**config.mk**
```make
export PLATFORM = sky130hd
export DESIGN_NAME = pnc_packet_decoder
export DESIGN_NICKNAME = d
export VERILOG_FILES = /design/src/rtl/pnc_pkg.sv /design/src/rtl/pnc_packet_decoder.sv
export SDC_FILE = /design/constraint.sdc
export NUM_CORES = 1
export LEC_CHECK = 0
export ABC_AREA = 1
export CAP_MARGIN = 20
export CORE_MARGIN = 5
export CORE_UTILIZATION = 30
export DETAILED_ROUTE_END_ITERATION = 7
export GPL_TIMING_DRIVEN = 1
export PLACE_DENSITY = 0.52
export SYNTH_ARGS = -nofsm -noshare
export SYNTH_HDL_FRONTEND = slang
export SYNTH_SLANG_ARGS = --single-unit
```
**constraint.sdc**
```tcl
create_clock -name clk -period 1.65 [get_ports clk]
set_input_delay 0.165 -clock clk [delete_from_list [all_inputs] [get_ports clk]]
set_output_delay 0.165 -clock clk [all_outputs]
set_load 0.01 [all_outputs]
```
**src/rtl/pnc_pkg.sv**
```systemverilog
// Shared definitions for the PNC packet decoder: header field layout,
// address-control code layout, FSM states and the default timeout.
package pnc_pkg;

  localparam int unsigned DEFAULT_TIMEOUT = 255;

  localparam int BEAT_W        = 32;
  localparam int HDR_PARAM_BIT = 31;
  localparam int HDR_RC_BIT    = 30;
  localparam int HDR_TGT_LSB   = 28;
  localparam int HDR_TGT_W     = 2;
  localparam int HDR_NADDR_LSB = 20;
  localparam int HDR_NADDR_W   = 8;
  localparam int PAYLOAD_LSB   = 0;
  localparam int PAYLOAD_W     = 16;

  localparam int CTL_W         = 4;
  localparam int CTL_PARAM_BIT = 3;
  localparam int CTL_RC_BIT    = 2;
  localparam int CTL_TGT_LSB   = 0;

  typedef enum logic {
    ST_IDLE       = 1'b0,
    ST_PARAM_DATA = 1'b1
  } state_e;

  function automatic logic [CTL_W-1:0] make_ctl(input logic param,
                                                input logic rc,
                                                input logic [HDR_TGT_W-1:0] tgt);
    logic [CTL_W-1:0] c;
    c                            = '0;
    c[CTL_PARAM_BIT]             = param;
    c[CTL_RC_BIT]                = rc;
    c[CTL_TGT_LSB +: HDR_TGT_W]  = tgt;
    return c;
  endfunction

endpackage

```
**src/rtl/pnc_packet_decoder.sv**
```systemverilog
// Decodes spike beats and two-beat parameter packets into an address-control
// code, neuron address and payload, with a timeout on a missing data beat.
module pnc_packet_decoder
  import pnc_pkg::*;
#(
  parameter int unsigned TIMEOUT = DEFAULT_TIMEOUT
) (
  input  logic                   clk,
  input  logic                   rst,
  input  logic                   in_valid,
  input  logic [BEAT_W-1:0]      in_data,
  output logic                   in_ready,
  output logic [CTL_W-1:0]       oADDR_ctl,
  output logic [HDR_NADDR_W-1:0] o_addr,
  output logic [PAYLOAD_W-1:0]   o_data,
  output logic                   o_valid,
  input  logic                   out_ready,
  input  logic                   err_clr,
  output logic                   err
);

  localparam int CNT_W = (TIMEOUT < 1) ? 1 : $clog2(TIMEOUT + 1);
  localparam logic [CNT_W-1:0] CNT_LIMIT = CNT_W'(TIMEOUT);

  state_e                 state_q, state_d;
  logic                   valid_q, valid_d;
  logic [CTL_W-1:0]       ctl_q, ctl_d;
  logic [HDR_NADDR_W-1:0] addr_q, addr_d;
  logic [PAYLOAD_W-1:0]   data_q, data_d;
  logic                   err_q, err_d;
  logic [CNT_W-1:0]       cnt_q, cnt_d;
  logic [CTL_W-1:0]       hdr_ctl_q, hdr_ctl_d;
  logic [HDR_NADDR_W-1:0] hdr_addr_q, hdr_addr_d;

  logic                   free;
  logic                   take;
  logic                   load;
  logic                   timeout;
  logic [CNT_W-1:0]       cnt_inc;
  logic [HDR_NADDR_W-1:0] beat_naddr;
  logic [PAYLOAD_W-1:0]   beat_payload;
  logic                   unused_bits;

  assign free         = !valid_q || out_ready;
  assign in_ready     = free;
  assign take         = in_valid && in_ready;
  assign cnt_inc      = cnt_q + 1'b1;
  assign beat_naddr   = in_data[HDR_NADDR_LSB +: HDR_NADDR_W];
  assign beat_payload = in_data[PAYLOAD_LSB +: PAYLOAD_W];
  assign unused_bits  = ^in_data[HDR_NADDR_LSB-1:PAYLOAD_LSB+PAYLOAD_W];

  always_comb begin
    state_d    = state_q;
    ctl_d      = ctl_q;
    addr_d     = addr_q;
    data_d     = data_q;
    cnt_d      = cnt_q;
    hdr_ctl_d  = hdr_ctl_q;
    hdr_addr_d = hdr_addr_q;
    load       = 1'b0;
    timeout    = 1'b0;

    case (state_q)
      ST_IDLE: begin
        if (take) begin
          if (in_data[HDR_PARAM_BIT]) begin
            // Parameter packets always carry RC=0; TGT comes from the header.
            hdr_ctl_d  = make_ctl(1'b1, 1'b0, in_data[HDR_TGT_LSB +: HDR_TGT_W]);
            hdr_addr_d = beat_naddr;
            cnt_d      = '0;
            state_d    = ST_PARAM_DATA;
          end else begin
            ctl_d  = make_ctl(1'b0, in_data[HDR_RC_BIT], '0);
            addr_d = beat_naddr;
            data_d = beat_payload;
            load   = 1'b1;
          end
        end
      end
      ST_PARAM_DATA: begin
        // An accepted data beat takes priority over an expiring timeout.
        if (take) begin
          ctl_d   = hdr_ctl_q;
          addr_d  = hdr_addr_q;
          data_d  = beat_payload;
          load    = 1'b1;
          cnt_d   = '0;
          state_d = ST_IDLE;
        end else if (cnt_inc == CNT_LIMIT) begin
          timeout = 1'b1;
          cnt_d   = '0;
          state_d = ST_IDLE;
        end else begin
          cnt_d = cnt_inc;
        end
      end
      default: state_d = ST_IDLE;
    endcase

    if (load) begin
      valid_d = 1'b1;
    end else if (valid_q && out_ready) begin
      valid_d = 1'b0;
    end else begin
      valid_d = valid_q;
    end

    if (timeout) begin
      err_d = 1'b1;
    end else if (err_clr) begin
      err_d = 1'b0;
    end else begin
      err_d = err_q;
    end
  end

  always_ff @(posedge clk or posedge rst) begin
    if (rst) begin
      state_q    <= ST_IDLE;
      valid_q    <= 1'b0;
      ctl_q      <= '0;
      addr_q     <= '0;
      data_q     <= '0;
      err_q      <= 1'b0;
      cnt_q      <= '0;
      hdr_ctl_q  <= '0;
      hdr_addr_q <= '0;
    end else begin
      state_q    <= state_d;
      valid_q    <= valid_d;
      ctl_q      <= ctl_d;
      addr_q     <= addr_d;
      data_q     <= data_d;
      err_q      <= err_d;
      cnt_q      <= cnt_d;
      hdr_ctl_q  <= hdr_ctl_d;
      hdr_addr_q <= hdr_addr_d;
    end
  end

  assign o_valid   = valid_q;
  assign oADDR_ctl = ctl_q;
  assign o_addr    = addr_q;
  assign o_data    = data_q;
  assign err       = err_q;

endmodule

```
Yosys cells after proc, flatten, opt, wreduce, memory -nomap -nowiden

Cells that the tools add are included.

Output and inout bits: 31
Input bits: 37
Word-level logic and storage cells: 58
Register bits after elaboration: 50

Reduce and logical (&&, ||, !) cells: 9
Multiplexer cells: 33
$add $sub $neg: 1
Equal/unequal tests: 5
Bitwise logic cells: 1

Operators by type and width:

| kind                                                                    | number |
|---|---|
| 8-bit 2-to-1 mux                                                        | 7 |
| 16-bit 2-to-1 mux                                                       | 3 |
| 16-bit case mux with 2 select lines                                     | 1 |
| 8-bit case mux with 2 select lines                                      | 2 |
| 1-bit 2-to-1 mux                                                        | 14 |
| 4-bit 2-to-1 mux                                                        | 3 |
| 8-bit by 1-bit adder with 8-bit output, second input constant           | 1 |
| 8-bit equality test, second input constant                              | 1 |
| 4-bit case mux with 2 select lines                                      | 1 |
| 2-bit inequality test, second input constant                            | 3 |
| 3-bit AND reduction                                                     | 2 |
| 1-bit case mux with 2 select lines                                      | 2 |
| 2-bit nonzero test                                                      | 2 |
| 1-bit logical AND                                                       | 2 |
| 2-bit by 1-bit inequality test with 1-bit output, second input constant | 1 |
| 2-bit AND reduction                                                     | 1 |
| 1-bit zero test                                                         | 1 |
| 1-bit logical OR                                                        | 1 |
| 1-bit inverter                                                          | 1 |

Depth between registers and ports, before layout

Depth in word-level cells: 6
Mapped depth: 10
Mapped depth without buffers: 10

Least setup slack after synthesis

OpenSTA, ideal clock, no wires.

Path type: register to register
Start point: register cnt_q[0]
End point: register cnt_q[0]
Required time: 1.533 ns
Setup time: 0.117 ns
Stages on the path, launching flop included: 10
Data arrival time: 1.278 ns
Period minus slack after synthesis: 1.396 ns
Path buffers: 0
Path slack: 0.254 ns
Path through: dfrtp_1 ha_1 nand3_1 nor2_1 nand2_1 nand2_2 nor2_4 nand2_4 nand3_1 nand2_1

Word-level cells in the longest chain between the ends: 5

Ends and longest elaborated chain:

| item                                     | RTL line                  | RTL |
|---|---|---|
| start: declaration                       | pnc_packet_decoder.sv:31  | `logic [CNT_W-1:0] cnt_q, cnt_d;` |
| start signal: assignment                 | pnc_packet_decoder.sv:135 | `cnt_q <= cnt_d;` |
| 8-bit by 1-bit adder with 8-bit output * | pnc_packet_decoder.sv:47  | `assign cnt_inc = cnt_q + 1'b1;` |
| 8-bit equality test                      | pnc_packet_decoder.sv:89  | `end else if (cnt_inc == CNT_LIMIT) begin` |
| 8-bit 2-to-1 mux *                       | pnc_packet_decoder.sv:89  |  |
| 8-bit 2-to-1 mux *                       | pnc_packet_decoder.sv:82  | `if (take) begin` |
| 8-bit case mux with 2 select lines *     | pnc_packet_decoder.sv:63  | `case (state_q)` |

Mark *: on every way between the ends. The rest lies on a longest branch, timed or not.
A chain may end at the register's enable or synchronous reset.

Worst setup path in the final report

Start point: register valid_q, in the netlist o_valid
End point: output port in_ready

Word-level cells in the longest chain between the ends: 2

Ends and longest elaborated chain:

| item                     | RTL line                  | RTL |
|---|---|---|
| start: declaration       | pnc_packet_decoder.sv:26  | `logic valid_q, valid_d;` |
| start signal: assignment | pnc_packet_decoder.sv:130 | `valid_q <= valid_d;` |
| 1-bit zero test          | pnc_packet_decoder.sv:44  | `assign free = !valid_q \|\| out_ready;` |
| 1-bit logical OR         | pnc_packet_decoder.sv:44  |  |
| end: declaration         | pnc_packet_decoder.sv:12  | `output logic in_ready,` |

Every way passes these cells.

==> impl_metrics.json <==
{
  "synth_area_leaders": "dfrtp_1, nand2_1, inv_1, nand3_1, o21ai_0",
  "finalMaxSlewViolations": 0,
  "io_pins": 68,
  "ys_warn_count": 0,
  "clk_path_buf_depth": 2,
  "setup.worst_path.start": "o_valid$_DFFE_PP0P_",
  "synth_top_area_cell": "dfrtp_1",
  "hold_buffers": 0,
  "grt_overflow": 0,
  "routedWlPerCell_um": 11.8,
  "cp_top_family": "buffers and inverters",
  "clkTransAtPathRegs_ps": 90,
  "cp_max_fo": 3,
  "status": "finished clean",
  "dpl_worst_slack_ps": -63.9,
  "layout.nets": 381,
  "setup_slack_ps": 134,
  "synth_top_family_by_area": "simple AND/OR/NAND/NOR gates",
  "hold_violations": 0,
  "syn_to_final_growth_pct": 42.2,
  "numCtsBuffers": 5,
  "layout.cells.most_common": "nand2_1",
  "syn_area_mm2": 0.00225,
  "synthAdderAreaFrac_pct": 1.11,
  "critPathCapture": "in_ready",
  "maxCapViolCount": 0,
  "timing.fmax_ghz": 0.660,
  "drtIter0Drc": 109,
  "end_kind": "primary output",
  "cp_num_cells": 2,
  "cpPeakStageDelay_ps": 540,
  "synth_top_area_share_pct": 55.6,
  "syn_avg_cell_area_um2": 8.43,
  "hp-class": "input port to asynchronous set/reset pin",
  "r2r-end": "cnt_q[1]$_DFFE_PP0P_",
  "core.rowCount": 31,
  "setup-tns-final_ps": 0,
  "syn_nets": 306,
  "worst-endpoint-required_ps": 1480,
  "postCtsSetupRepairBufs": 0,
  "fin_crit_sh_pct": 91.9,
  "crit_chain": "nand2_2 -> clkdlybuf4s50_1",
  "crit_buf_inv": 1,
  "critPathKind": "flip-flop to primary output",
  "critPathArrivalTime_ps": 1350,
  "dr.pass1.iters": 4,
  "die_w_um": 96.6,
  "ys_ff_latch": 50,
  "gp_congestion": 0.767,
  "grt_pass1_wl_um": 8620,
  "cts_tree": "built",
  "io_buffers": 63,
  "drc": 0,
  "synth_xor_xnor_area_share_pct": 0.389,
  "synth.distinct_cells": 22,
  "postCtsResizedCells": 0,
  "fin_worst_hold_slack_ps": 209,
  "antenna_found_initial": 0,
  "grt_max_degree": 51,
  "htreeDepth": 2,
  "worst_pin_slew_ps": 723,
  "drive_gt1_share_pct": 12.0,
  "r2r_slack_ps": 140,
  "final_antenna_net_count": 0,
  "clkSinkCount": 50,
  "postSynthCellCount": 267,
  "clock-root-buffer": "clkbuf_8",
  "peakVddDrop_v": 0.000428,
  "die_y_um": 96.6,
  "vias": 1852,
  "startpoint_type": "flip-flop",
  "die_area_mm2": 0.00933,
  "avgViaCountPerCell": 4.20,
  "n_antenna_cell": 0,
  "grt_pass1_vias": 1879,
  "track_usage_pct": 12.0,
  "reg2reg_depth": 9,
  "clk_latency_ps": 300,
  "r2r_start": "cnt_q[0]$_DFFE_PP0P_",
  "setup_violations": 0,
  "clock_skew_ps": 3.41,
  "max-slew-margin-rel_pct": 51.8,
  "power.density_mw_per_mm2": 1150,
  "synthMuxAreaShare_pct": 1.00,
  "slowest_stage": "clkdlybuf4s50_1",
  "layout_common_cells": "nand2_1, clkdlybuf4s50_1, dfrtp_1",
  "routed_wl_um": 5200,
  "total_power_mw": 3.68,
  "core_mm2": 0.00729,
  "initial_core_util_pct": 30.9,
  "synthSimpleGateAreaFrac_pct": 29.1,
  "period_minus_slack_ps": 1520,
  "dpl.hpwl_um": 3820,
  "synth_compound_gate_area_share_pct": 6.51,
  "p_leak_nw": 1.58,
  "ys_seq_area_share_pct": 55.6,
  "rsz0062_at_grt": "no"
}
-- power breakdown --
part           internal [mW]  leakage [nW]  total [mW]  switching (mW)
sequential              1.50         0.628        1.66           0.158
clock                  0.485        0.0573       0.887           0.401
combinational          0.607         0.897        1.13           0.523
total                   2.60          1.58        3.68            1.08
-- kinds of logic (layout without fill, tap and decap cells) --
family,Yosys count,after routing
xor gates and xnor gates,1,1
DFF,50,50
AOI/OAI and AO/OA,28,28
buffers and inverters,35,110
and+or+nand+nor,149,149
adders and majority gates,2,2
muxes,2,2
-- worst min-delay path by stage --
| stage | from | to | slack [ps] | depth (start not counted) |
|---|---|---|---|---|
| 6_report | rst | o_data[12]$_DFFE_PP0P_ | 210 | 3 |
| 5_1_grt | rst | o_data[12]$_DFFE_PP0P_ | 230 | 3 |
| 4_1_cts | rst | o_data[4]$_DFFE_PP0P_ | 220 | 3 |
| 3_5_place_dp | hdr_ctl_q[3]$_DFFE_PP0P_ | hdr_ctl_q[3]$_DFFE_PP0P_ | 440 | 2 |
| 3_3_place_gp | hdr_ctl_q[3]$_DFFE_PP0P_ | hdr_ctl_q[3]$_DFFE_PP0P_ | 440 | 2 |
| 2_1_floorplan | err_clr | err$_DFFE_PP0P_ | 260 | 1 |
-- tightest hold or removal path: cells and delay by family --
kind | cells | cell delay (ps)
buf+inv | 3 | 730
-- through the flow --
stage / utilization [%] / instances / cell area (µm²)
2_1_floorplan: - / 267 / 2250
3_3_place_gp: 42.3 / 434 / 3090
3_5_place_dp: 42.3 / 434 / 3090
4_1_cts: 43.9 / 441 / 3200
5_1_grt: 43.9 / 441 / 3200
6_report: 43.9 / 441 / 3200
-- metal layers --
| metal | global-route usage, % | up-vias | routed length, µm |
|---|---|---|---|
| met5 | 0 | - | 0 |
| met4 | 4.91 | 0 | 93 |
| met3 | 3.18 | 5 | 377 |
| met2 | 19.2 | 49 | 2200 |
| met1 | 15.3 | 827 | 2530 |
| li1 | - | 971 | - |
-- flip-flops by register name, summed over array words and instances (netlist names) --
name        flops
oADDR_ctl       4
state_q         1
hdr_addr_q      8
hdr_ctl_q       3
o_addr          8
cnt_q           8
o_data         16
err             1
o_valid         1
-- synth_stat cells --
cell        n
a21oi_1     1
buf_2       5
clkbuf_1    2
dfrtp_1    50
ha_1        2
inv_1      23
inv_2       4
inv_4       1
mux2_1      2
nand2_1   115
nand2_2     6
nand2_4     2
nand3_1    16
nor2_1      3
nor2_2      3
nor2_4      3
nor2_8      1
o21ai_0    16
o21ai_1     9
o21ai_2     1
o31ai_1     1
xnor2_1     1
-- layout make-up --
cell class | instances | area, µm²
clock inverters | 1 | 30.0
inverters | 28 | 108
well taps | 99 | 124
flip-flops and latches | 50 | 1250
fillers | 764 | 4090
repair buffers | 75 | 746
multi-input cells | 182 | 858
clock buffers | 6 | 82.6
Power figures use the tool's default switching activity.
